### src/rtl/stage_2_sequencer.sv
`timescale 1ns/1ps
`default_nettype none
// ============================================================================
// Module   : stage_2_sequencer
// Brief    : Owns the AV1 encoder range/low state, sequences one symbol at a
//            time through the stage-2 datapath and hands results to stage 3.
// Revision : 1.0 - initial release
// ============================================================================
module stage_2_sequencer #(
    parameter int RANGE_WIDTH = 16,
    parameter int LOW_WIDTH   = 24,
    parameter int CNT_WIDTH   = 16
) (
    input  logic                   clk,
    input  logic                   reset,
    input  logic                   s1_valid,
    output logic                   s1_ready,
    input  logic [RANGE_WIDTH-1:0] s1_UU,
    input  logic [RANGE_WIDTH-1:0] s1_VV,
    input  logic [RANGE_WIDTH-1:0] s1_lut_u,
    input  logic [RANGE_WIDTH-1:0] s1_lut_v,
    input  logic                   s1_comp,
    input  logic                   flush,
    output logic [RANGE_WIDTH-1:0] dp_UU,
    output logic [RANGE_WIDTH-1:0] dp_VV,
    output logic [RANGE_WIDTH-1:0] dp_lut_u,
    output logic [RANGE_WIDTH-1:0] dp_lut_v,
    output logic                   dp_comp,
    output logic [RANGE_WIDTH-1:0] dp_in_range,
    output logic [LOW_WIDTH-1:0]   dp_in_low,
    input  logic [RANGE_WIDTH-1:0] dp_range,
    input  logic [LOW_WIDTH-1:0]   dp_low,
    output logic                   s3_valid,
    input  logic                   s3_ready,
    output logic [RANGE_WIDTH-1:0] s3_range,
    output logic [LOW_WIDTH-1:0]   s3_low,
    input  logic                   rn_valid,
    input  logic [RANGE_WIDTH-1:0] rn_range,
    input  logic [LOW_WIDTH-1:0]   rn_low,
    output logic [CNT_WIDTH-1:0]   sym_count,
    output logic                   flush_done,
    output logic                   protocol_err
);

    localparam logic [2:0] c_ST_READY   = 3'd0;
    localparam logic [2:0] c_ST_EXEC    = 3'd1;
    localparam logic [2:0] c_ST_SEND    = 3'd2;
    localparam logic [2:0] c_ST_WAIT_RN = 3'd3;
    localparam logic [2:0] c_ST_FLUSH   = 3'd4;

    localparam logic [RANGE_WIDTH-1:0] c_RANGE_INIT = {1'b1, {(RANGE_WIDTH-1){1'b0}}};
    localparam logic [CNT_WIDTH-1:0]   c_CNT_MAX    = {CNT_WIDTH{1'b1}};

    logic [2:0]             r_state;
    logic [2:0]             w_next_state;
    logic [RANGE_WIDTH-1:0] r_range;
    logic [LOW_WIDTH-1:0]   r_low;
    logic [RANGE_WIDTH-1:0] r_dp_uu;
    logic [RANGE_WIDTH-1:0] r_dp_vv;
    logic [RANGE_WIDTH-1:0] r_dp_lut_u;
    logic [RANGE_WIDTH-1:0] r_dp_lut_v;
    logic                   r_dp_comp;
    logic                   r_s3_valid;
    logic [RANGE_WIDTH-1:0] r_s3_range;
    logic [LOW_WIDTH-1:0]   r_s3_low;
    logic [CNT_WIDTH-1:0]   r_sym_count;
    logic                   r_flush_pend;
    logic                   r_protocol_err;

    logic w_accept;
    logic w_capture;
    logic w_s3_fire;
    logic w_rn_take;
    logic w_in_flush;
    logic w_pend_set;
    logic w_err_set;

    assign w_accept   = (r_state == c_ST_READY) && s1_valid;
    assign w_capture  = (r_state == c_ST_EXEC);
    assign w_s3_fire  = (r_state == c_ST_SEND) && s3_ready;
    assign w_rn_take  = (r_state == c_ST_WAIT_RN) && rn_valid;
    assign w_in_flush = (r_state == c_ST_FLUSH);
    // A flush seen while a symbol is in flight (or arriving with one) is deferred.
    assign w_pend_set = flush && (r_state != c_ST_FLUSH) &&
                        ((r_state != c_ST_READY) || s1_valid);
    assign w_err_set  = (rn_valid && (r_state != c_ST_WAIT_RN)) ||
                        (w_capture && (dp_range == '0));

    always_ff @(posedge clk or negedge reset) begin
        if (!reset) begin
            r_state <= c_ST_READY;
        end else begin
            r_state <= w_next_state;
        end
    end

    always_comb begin
        w_next_state = r_state;
        case (r_state)
            c_ST_READY: begin
                if (s1_valid) begin
                    w_next_state = c_ST_EXEC;
                end else if (flush) begin
                    w_next_state = c_ST_FLUSH;
                end
            end
            c_ST_EXEC:  w_next_state = c_ST_SEND;
            c_ST_SEND: begin
                if (s3_ready) begin
                    w_next_state = c_ST_WAIT_RN;
                end
            end
            c_ST_WAIT_RN: begin
                if (rn_valid) begin
                    w_next_state = (r_flush_pend || flush) ? c_ST_FLUSH : c_ST_READY;
                end
            end
            c_ST_FLUSH: w_next_state = c_ST_READY;
            default:    w_next_state = c_ST_READY;
        endcase
    end

    always_ff @(posedge clk or negedge reset) begin
        if (!reset) begin
            r_range        <= c_RANGE_INIT;
            r_low          <= '0;
            r_dp_uu        <= '0;
            r_dp_vv        <= '0;
            r_dp_lut_u     <= '0;
            r_dp_lut_v     <= '0;
            r_dp_comp      <= 1'b0;
            r_s3_valid     <= 1'b0;
            r_s3_range     <= '0;
            r_s3_low       <= '0;
            r_sym_count    <= '0;
            r_flush_pend   <= 1'b0;
            r_protocol_err <= 1'b0;
        end else begin
            if (w_accept) begin
                r_dp_uu    <= s1_UU;
                r_dp_vv    <= s1_VV;
                r_dp_lut_u <= s1_lut_u;
                r_dp_lut_v <= s1_lut_v;
                r_dp_comp  <= s1_comp;
            end
            if (w_capture) begin
                r_s3_range <= dp_range;
                r_s3_low   <= dp_low;
                r_s3_valid <= 1'b1;
            end else if (w_s3_fire) begin
                r_s3_valid <= 1'b0;
            end
            if (w_in_flush) begin
                r_range      <= c_RANGE_INIT;
                r_low        <= '0;
                r_sym_count  <= '0;
                r_flush_pend <= 1'b0;
            end else begin
                if (w_rn_take) begin
                    r_range <= rn_range;
                    r_low   <= rn_low;
                    if (r_sym_count != c_CNT_MAX) begin
                        r_sym_count <= r_sym_count + CNT_WIDTH'(1);
                    end
                end
                if (w_pend_set) begin
                    r_flush_pend <= 1'b1;
                end
            end
            if (w_err_set) begin
                r_protocol_err <= 1'b1;
            end
        end
    end

    assign s1_ready     = (r_state == c_ST_READY);
    assign flush_done   = w_in_flush;
    assign dp_UU        = r_dp_uu;
    assign dp_VV        = r_dp_vv;
    assign dp_lut_u     = r_dp_lut_u;
    assign dp_lut_v     = r_dp_lut_v;
    assign dp_comp      = r_dp_comp;
    assign dp_in_range  = r_range;
    assign dp_in_low    = r_low;
    assign s3_valid     = r_s3_valid;
    assign s3_range     = r_s3_range;
    assign s3_low       = r_s3_low;
    assign sym_count    = r_sym_count;
    assign protocol_err = r_protocol_err;

endmodule
`default_nettype wire

### config.mk
export PLATFORM = sky130hd
export DESIGN_NAME = stage_2_sequencer
export DESIGN_NICKNAME = d
export VERILOG_FILES = /design/src/rtl/stage_2_sequencer.sv
export SDC_FILE = /design/constraint.sdc
export NUM_CORES = 1
export LEC_CHECK = 0
export ABC_AREA = 1
export BUFFER_PORTS_ARGS = -buffer_cell sky130_fd_sc_hd__buf_2
export CORE_MARGIN = 2
export CORE_UTILIZATION = 42
export CTS_CLUSTER_SIZE = 16
export DETAILED_ROUTE_END_ITERATION = 6
export GPL_ROUTABILITY_DRIVEN = 0
export PLACE_DENSITY = 0.8
export SLEW_MARGIN = 20
export SYNTH_ARGS = -nofsm -noshare
export SYNTH_HDL_FRONTEND = slang
export SYNTH_SLANG_ARGS = --single-unit
### constraint.sdc
create_clock -name clk -period 1.6 [get_ports clk]
set_clock_uncertainty 0.1 [all_clocks]
set_input_delay 0.16 -clock clk [delete_from_list [all_inputs] [get_ports clk]]
set_output_delay 0.16 -clock clk [all_outputs]
set_load 0.01 [all_outputs]
==> results of run 1 <==
-- power by group through the flow --
stage / sequential [mW] / clock [mW] / combinational [mW]
global placement: 7.02 / 0 / 6.70
detailed placement: 7.03 / 0 / 6.96
finish: 7.18 / 4.44 / 7.95
CTS: 7.02 / 4.50 / 7.30
global route: 7.36 / 4.66 / 8.70
floorplan: 7.87 / 0 / 2.92
-- per-layer routing --
layer / share of wire, % / GRT usage (%) / vias to the layer above / wire [um]
li1: - / - / 3535 / -
met1: 37 / 32.8 / 3702 / 9420
met2: 51 / 48.4 / 481 / 13000
met3: 7.5 / 7.50 / 106 / 1910
met4: 4.5 / 14.1 / 0 / 1140
met5: 0 / 0 / - / 0
-- placed cells by master, fill, tap and decap left out, types with 17 or more instances in the layout --
cell,count
dfrtp_1,159
nand3_1,47
dlygate4sd3_1,149
inv_1,32
nand2_1,423
buf_2,312
o21ai_1,17
clkbuf_16,18
nor2_1,27
buf_4,26
-- cells by family after synthesis --
| family | after synthesis | synth area share [%] |
|---|---|---|
| adder cells (fa/ha/maj) | 1 | 0.181 |
| AND/OR/NAND/NOR | 536 | 30.9 |
| flip-flops | 167 | 60.4 |
| buffers and inverters | 79 | 5.08 |
| AO/OA/AOI/OAI | 43 | 3.45 |
-- final cells by class --
class	instances	area, um^2	area share [%]
well taps	216	270	2.37
repair buffers	506	3550	31.1
clock inverters	13	193	1.69
flip-flops and latches	167	4190	36.7
diodes	1	2.50	0.0219
inverters	41	179	1.57
clock buffers	19	443	3.88
multi-input cells	581	2580	22.7
-- path summary, 6_finish.rpt --
check / to / slack, ns / depth (start not counted)
worst max-delay path: sym_count[8] / -0.12 / 8
worst min-delay path: dp_in_range[15] / 0.09 / 3
worst max register to register: sym_count[8] / -0.12 / 8
worst min register to register: s3_low[20] / 0.37 / 2
max in group asynchronous: sym_count[10] / 0.60 / 3
min in group asynchronous: s3_low[0] / 0.12 / 2
-- repair_timing --
action,4_1_cts,5_1_grt
resized for setup,11,61
gates cloned,0,2
setup endpoints to repair,45,129
pin swaps,0,14
endpoints found under the hold margin,310,0
setup buffers,3,6
hold buffers,149,0
-- through the flow --
stage                     hold WS (ns)  power [mW]
after global routing            0.0878        20.7
after floorplan                 -0.236        10.8
after global placement         0.00149        13.7
after detailed placement       0.00311        14.0
after CTS                       0.0392        18.8
final                           0.0892        19.6
-- worst min-delay path: cells and delay by family --
family,cells,cell delay (ns)
simple gates,1,0.14
buf+inv,1,0.13
compound gates,1,0.15
==> impl_summary.txt, run 1 <==
----------------------------------------------------
[Power and ir drop]
  Clock Power Share ... between 20% and 30%
  Maximum vdd drop ... about 1 mV
  Cell Pwr Density ... roughly 1700 mW/mm^2
  Share of total power consumed by net switching ... roughly 39%
  Seq pwr share ... between 30 and 40%
  Net load switching power ... 7.61 mW
  Static leakage power ... 6.38 nW
  Portion of total power attributed to combinational logic ... around two fifths
  Cell internal pwr ... 11.9 mW

[Place]
  DP Wirelength ... 14,400 um
  Post-Place Worst Slack ... -0.0570 ns
  Post-Place Cell Area ... 0.00892 mm^2
  Port Buffers ... ~320
  Placed instance count ... around 1,400

[Layout]
  Fill cell total of the finished layout ... 1,065
  Post-synthesis to final-layout area growth ... 64.7%
  Final layout net count ... between 1,000 and 1,500
  Final design utilization ... 71.3%
  Share of final-layout standard cells stronger than drive strength 1 ... ~34%
  Final Non-Filler Cells ... 1,544
  Final instance area ... ~0.011 mm^2

[CTS]
  CTS H-tree depth ... 4
  Insertion delay of the later-clocked pin in the worst-skew pair ... approximately 0.42 ns
  TritonCTS Buffers ... 17
  Maximum buffer depth of the clock tree ... 2
  Library cell used as clock root buffer ... clkbuf_16
  Clock tree from TritonCTS ... built
  Clock edge transition at the registers on the reported setup and hold paths ... 0.06 ns
  Clock sink count ... 167

[Synthesis]
  Synthesized area ... about 0.0069 mm^2
  Number of storage elements in the synthesis netlist ... roughly 170
  Syn avg cell area ... roughly 8.4 um^2
  EDFF count, synth ... 0
  Cells after synthesis ... 826
  Top post-synthesis cells by area ... dfrtp_1 (60%), nand2_1 (24%), nand3_1 (3.5%)
  Net count of the mapped netlist ... 978
  Share of the synthesized area in the top cell type ... between 50 and 60%
  Cell with the most instances after synthesis ... nand2_1
  Number of different library cells in the post-synthesis netlist ... 30
  Synth Flop Type ... dfrtp_1
  Count of synthesis-stage warnings from yosys ... 0
  Post-synthesis async set-or-reset flop share ... 100%
  Most instantiated cells after synthesis ... nand2_1 (439), dfrtp_1 (166), nand3_1 (48)
  Post-synthesis cell type with the largest combined area ... dfrtp_1
  Post-synthesis sequential area ratio ... 60.4%

[Setup path]
  Required time at the endpoint of the critical path ... approximately 1.8 ns
  Sum of buffers and inverters on the critical path ... 1
  Maximum single-stage delay on the critical path ... about 0.46 ns
  Timing startpoint of the critical path ... sym_count[4]
  Startpoint class of the critical path ... register
  Arrival time at the worst endpoint ... ~1.9 ns
  Element type at the critical path end ... register
  Worst-path fanout max ... 6
  Most common cell on crit path ... nand2_4
  Beginning of the worst register-to-register path ... sym_count[4]
  Slowest stage cell, crit path ... dfrtp_1
  Setup CP Type ... register to register
  Cell chain of the critical path ... nand2_1, nor2_1, nand2_4, nor2_4, o21bai_4, clkbuf_16, nand2_4, o21ai_1
  Cell family contributing the most delay on the critical path ... simple AND/OR/NAND/NOR gates

[Timing]
  Max transition margin ... a little under three quarters
  Worst-case setup margin in the final layout ... -0.118 ns
  Final Hold Viols ... 0
  Period utilisation layout ... 107%
  Final critical path time including I/O delays and setup ... between 1.5 and 2 ns
  Maximum achievable frequency ... 582 MHz
  Number of endpoints failing setup at the final stage ... 16
  Setup repair after global routing missed its margin ... yes
  Transition at the pin with the smallest max-transition slack ... approximately 0.43 ns
  Final Max Tran Viols ... 0
  Setup TNS Final ... -1.02 ns

[Outcome]
  Result of the run ... finished, violations left
  Failing checks ... negative setup slack

[Detailed routing]
  Count of routing violations after the opening detailed-route iteration ... around 660
  TritonRoute pass-1 iters ... 5
  Number of vias per cell after detailed routing ... 5.07
  Drt total wl ... 25,500 um
  Wire per inst ... roughly 16 um
  Residual antenna-violating net count after detailed routing ... 0
  Number of vias in the routed layout ... just under 8,000
  DR DRC count ... 0

[Floorplan]
  Initial cell density of the core ... 43.3%
  Chip height ... between 100 and 150 um
  Die W ... ~130 um
  Die Outline Area ... approximately 0.018 mm^2
  I/O Pins ... approximately 320
  # rows ... 46
  Core region area ... 0.0160 mm^2

[Global route]
  Remaining global-route overflow ... 0
  Wire length of the first global-routing pass ... a little under 40,000 um
  Total routing usage reported by global routing ... 28.3%
  Antenna violations before repair ... 1
  Via count of the first global-routing pass ... between 7,000 and 8,000
  Maximum number of pins on one net before global-route repair ... slightly above 40

[Min path]
  Hold_sp ... rn_valid
  Class of the most critical hold timing path ... primary input to register

[Flow run]
  Number of violations of the max-capacitance limit ... 0

----------------------------------------------------
Power figures use the tool's default switching activity.
==> run 2: changes to the inputs <==
- CORE_ASPECT_RATIO: unset -> 0.7
- SLEW_MARGIN: 20 -> unset
==> impl_summary.txt, run 2 (synthesis results as in run 1) <==
----------------------------------------------------
[Floorplan]
  Core region area ... around 0.016 mm^2
  Chip height ... 111 um
  # rows ... 39
  Die W ... between 150 and 200 um
  Initial cell density of the core ... between 40% and 50%
  Die Outline Area ... 0.0175 mm^2
  I/O Pins ... approximately 320

[Detailed routing]
  Residual antenna-violating net count after detailed routing ... 0
  Number of vias in the routed layout ... 7,842
  Wire per inst ... 17.3 um
  TritonRoute pass-1 iters ... 6
  DR DRC count ... 0
  Count of routing violations after the opening detailed-route iteration ... between 700 and 800
  Drt total wl ... approximately 27,000 um
  Number of vias per cell after detailed routing ... roughly 5.0

[Setup path]
  Arrival time at the worst endpoint ... between 1.5 and 2 ns
  Required time at the endpoint of the critical path ... 1.82 ns
  Element type at the critical path end ... register
  Count of cells along the worst register-to-register path ... 9
  Beginning of the worst register-to-register path ... sym_count[1]
  Startpoint class of the critical path ... register
  Register-to-register path setup slack ... approximately 0.00026 ns
  Setup CP Type ... register to register
  Capturing point of the worst reg2reg path ... sym_count[3]
  Worst-path fanout max ... 14

[Layout]
  Final layout net count ... between 1,000 and 1,500
  Share of final-layout standard cells stronger than drive strength 1 ... ~32%
  Commonest cells after routing, fill and taps aside ... nand2_1 (434), buf_2 (313), dfrtp_1 (162), dlygate4sd3_1 (150), nand3_1 (48)
  Final instance area ... between 0.01 and 0.015 mm^2
  Sequential cell area ... approximately 0.0042 mm^2
  Fill cell total of the finished layout ... around 1,100
  Post-synthesis to final-layout area growth ... 65.3%
  Most frequent standard cell in the layout excluding fill and tap cells ... nand2_1
  Multi-input gate area ... ~0.0025 mm^2

[Timing]
  Setup repair after global routing missed its margin ... yes
  Worst Hold Margin ... roughly 0.19 ns
  Final Hold Viols ... 0
  Period utilisation layout ... about 100%
  Number of endpoints failing setup at the final stage ... 0
  Final critical path time including I/O delays and setup ... roughly 1.6 ns
  Final Max Tran Viols ... 0
  Max transition margin ... ~65%
  Transition at the pin with the smallest max-transition slack ... about 0.53 ns
  Maximum achievable frequency ... about 630 MHz

[Global route]
  Wire length of the first global-routing pass ... approximately 39,000 um
  Remaining global-route overflow ... 0
  Via count of the first global-routing pass ... between 7,000 and 8,000
  Antenna violations before repair ... 1
  Maximum number of pins on one net before global-route repair ... 48
  Total routing usage reported by global routing ... slightly below 30%

[Place]
  DP Wirelength ... 14,500 um
  Post-Place Cell Area ... between 0.008 and 0.009 mm^2
  Port Buffers ... approximately 320

[Outcome]
  Result of the run ... finished, final reports clean

[CTS]
  Clock sink count ... 167
  TritonCTS Buffers ... 17
  Maximum buffer depth of the clock tree ... 2
  Clock edge transition at the registers on the reported setup and hold paths ... around 0.08 ns
  Clock tree from TritonCTS ... built
  Library cell used as clock root buffer ... clkbuf_16
  CTS H-tree depth ... 4
  Insertion delay of the later-clocked pin in the worst-skew pair ... around 0.43 ns

[Flow run]
  Number of violations of the max-capacitance limit ... 0

[Power and ir drop]
  Cell Pwr Density ... roughly 1700 mW/mm^2
  Maximum vdd drop ... around 1.1 mV
  Static leakage power ... 6.36 nW

[Min path]
  Class of the most critical hold timing path ... primary input to asynchronous set/reset pin

----------------------------------------------------
run 2: layer usage:
layer	GRT usage, %	vias up	part of all wire (%)
met1	34.3	3667	38
met5	0	-	0
met4	15.2	0	4.5
met3	8.06	113	9.4
li1	-	3547	-
met2	48.3	515	48
run 2: through the flow:
step	setup WS (ns)	setup TNS [ns]	power [mW]	util, %	instances
final	0.000263	0	19.7	70.6	1561
after detailed placement	-0.0284	-0.0609	14.0	55.4	1363
after floorplan	-0.0358	-0.208	10.8	-	826
after global routing	-0.0748	-0.738	20.9	70.6	1560
after global placement	-0.0000430	-0.0000430	13.8	55.4	1363
after CTS	-0.00420	-0.00743	18.6	68.8	1549
run 2: power breakdown:
| group | internal, mW | leakage [nW] | total [mW] | switching [mW] |
|---|---|---|---|---|
| combinational | 3.41 | 3.96 | 8.30 | 4.89 |
| clock | 2.25 | 0.296 | 4.21 | 1.96 |
| sequential | 6.02 | 2.11 | 7.20 | 1.18 |
| total | 11.7 | 6.36 | 19.7 | 8.03 |
run 2: critical path: stages, from the launching register on:
cell	delay [ns]
dfrtp_1	0.42
ha_4	0.17
nand2_4	0.07
nor2_4	0.10
nand2_2	0.08
nor2_4	0.17
o21bai_4	0.09
buf_12	0.15
nand2_1	0.06
o21ai_0	0.08
run 2: cell type report:
cell class	count	area share (%)
sequential	167	36.6
timing repair buffer	513	32.2
multi-input combinational	581	21.9
clock buffer	17	3.72
tap	225	2.46
clock inverter	15	1.63
inverter	41	1.43
antenna	2	0.0437
run 2: worst max-delay path by stage:
stage / cells past startpoint / startpoint / slack, ns / to
3_3_place_gp: 6 / r_state[1] / -0.00004 / dp_UU[7]
6_report: 9 / sym_count[1] / 0.0003 / sym_count[3]
2_1_floorplan: 10 / sym_count[1] / -0.04 / sym_count[11]
3_5_place_dp: 6 / r_state[1] / -0.03 / dp_UU[7]
5_1_grt: 9 / sym_count[1] / -0.07 / sym_count[3]
4_1_cts: 2 / r_state[1] / -0.004 / s1_ready
run 2: repair_timing:
item / in CTS / in global routing
cloned: 0 / 6
pin swaps: 0 / 8
gates resized for setup: 6 / 33
buffers inserted: 4 / 5
endpoints found under the hold margin: 309 / 0
hold buffers: 150 / 0
endpoints found under the setup margin: 18 / 98
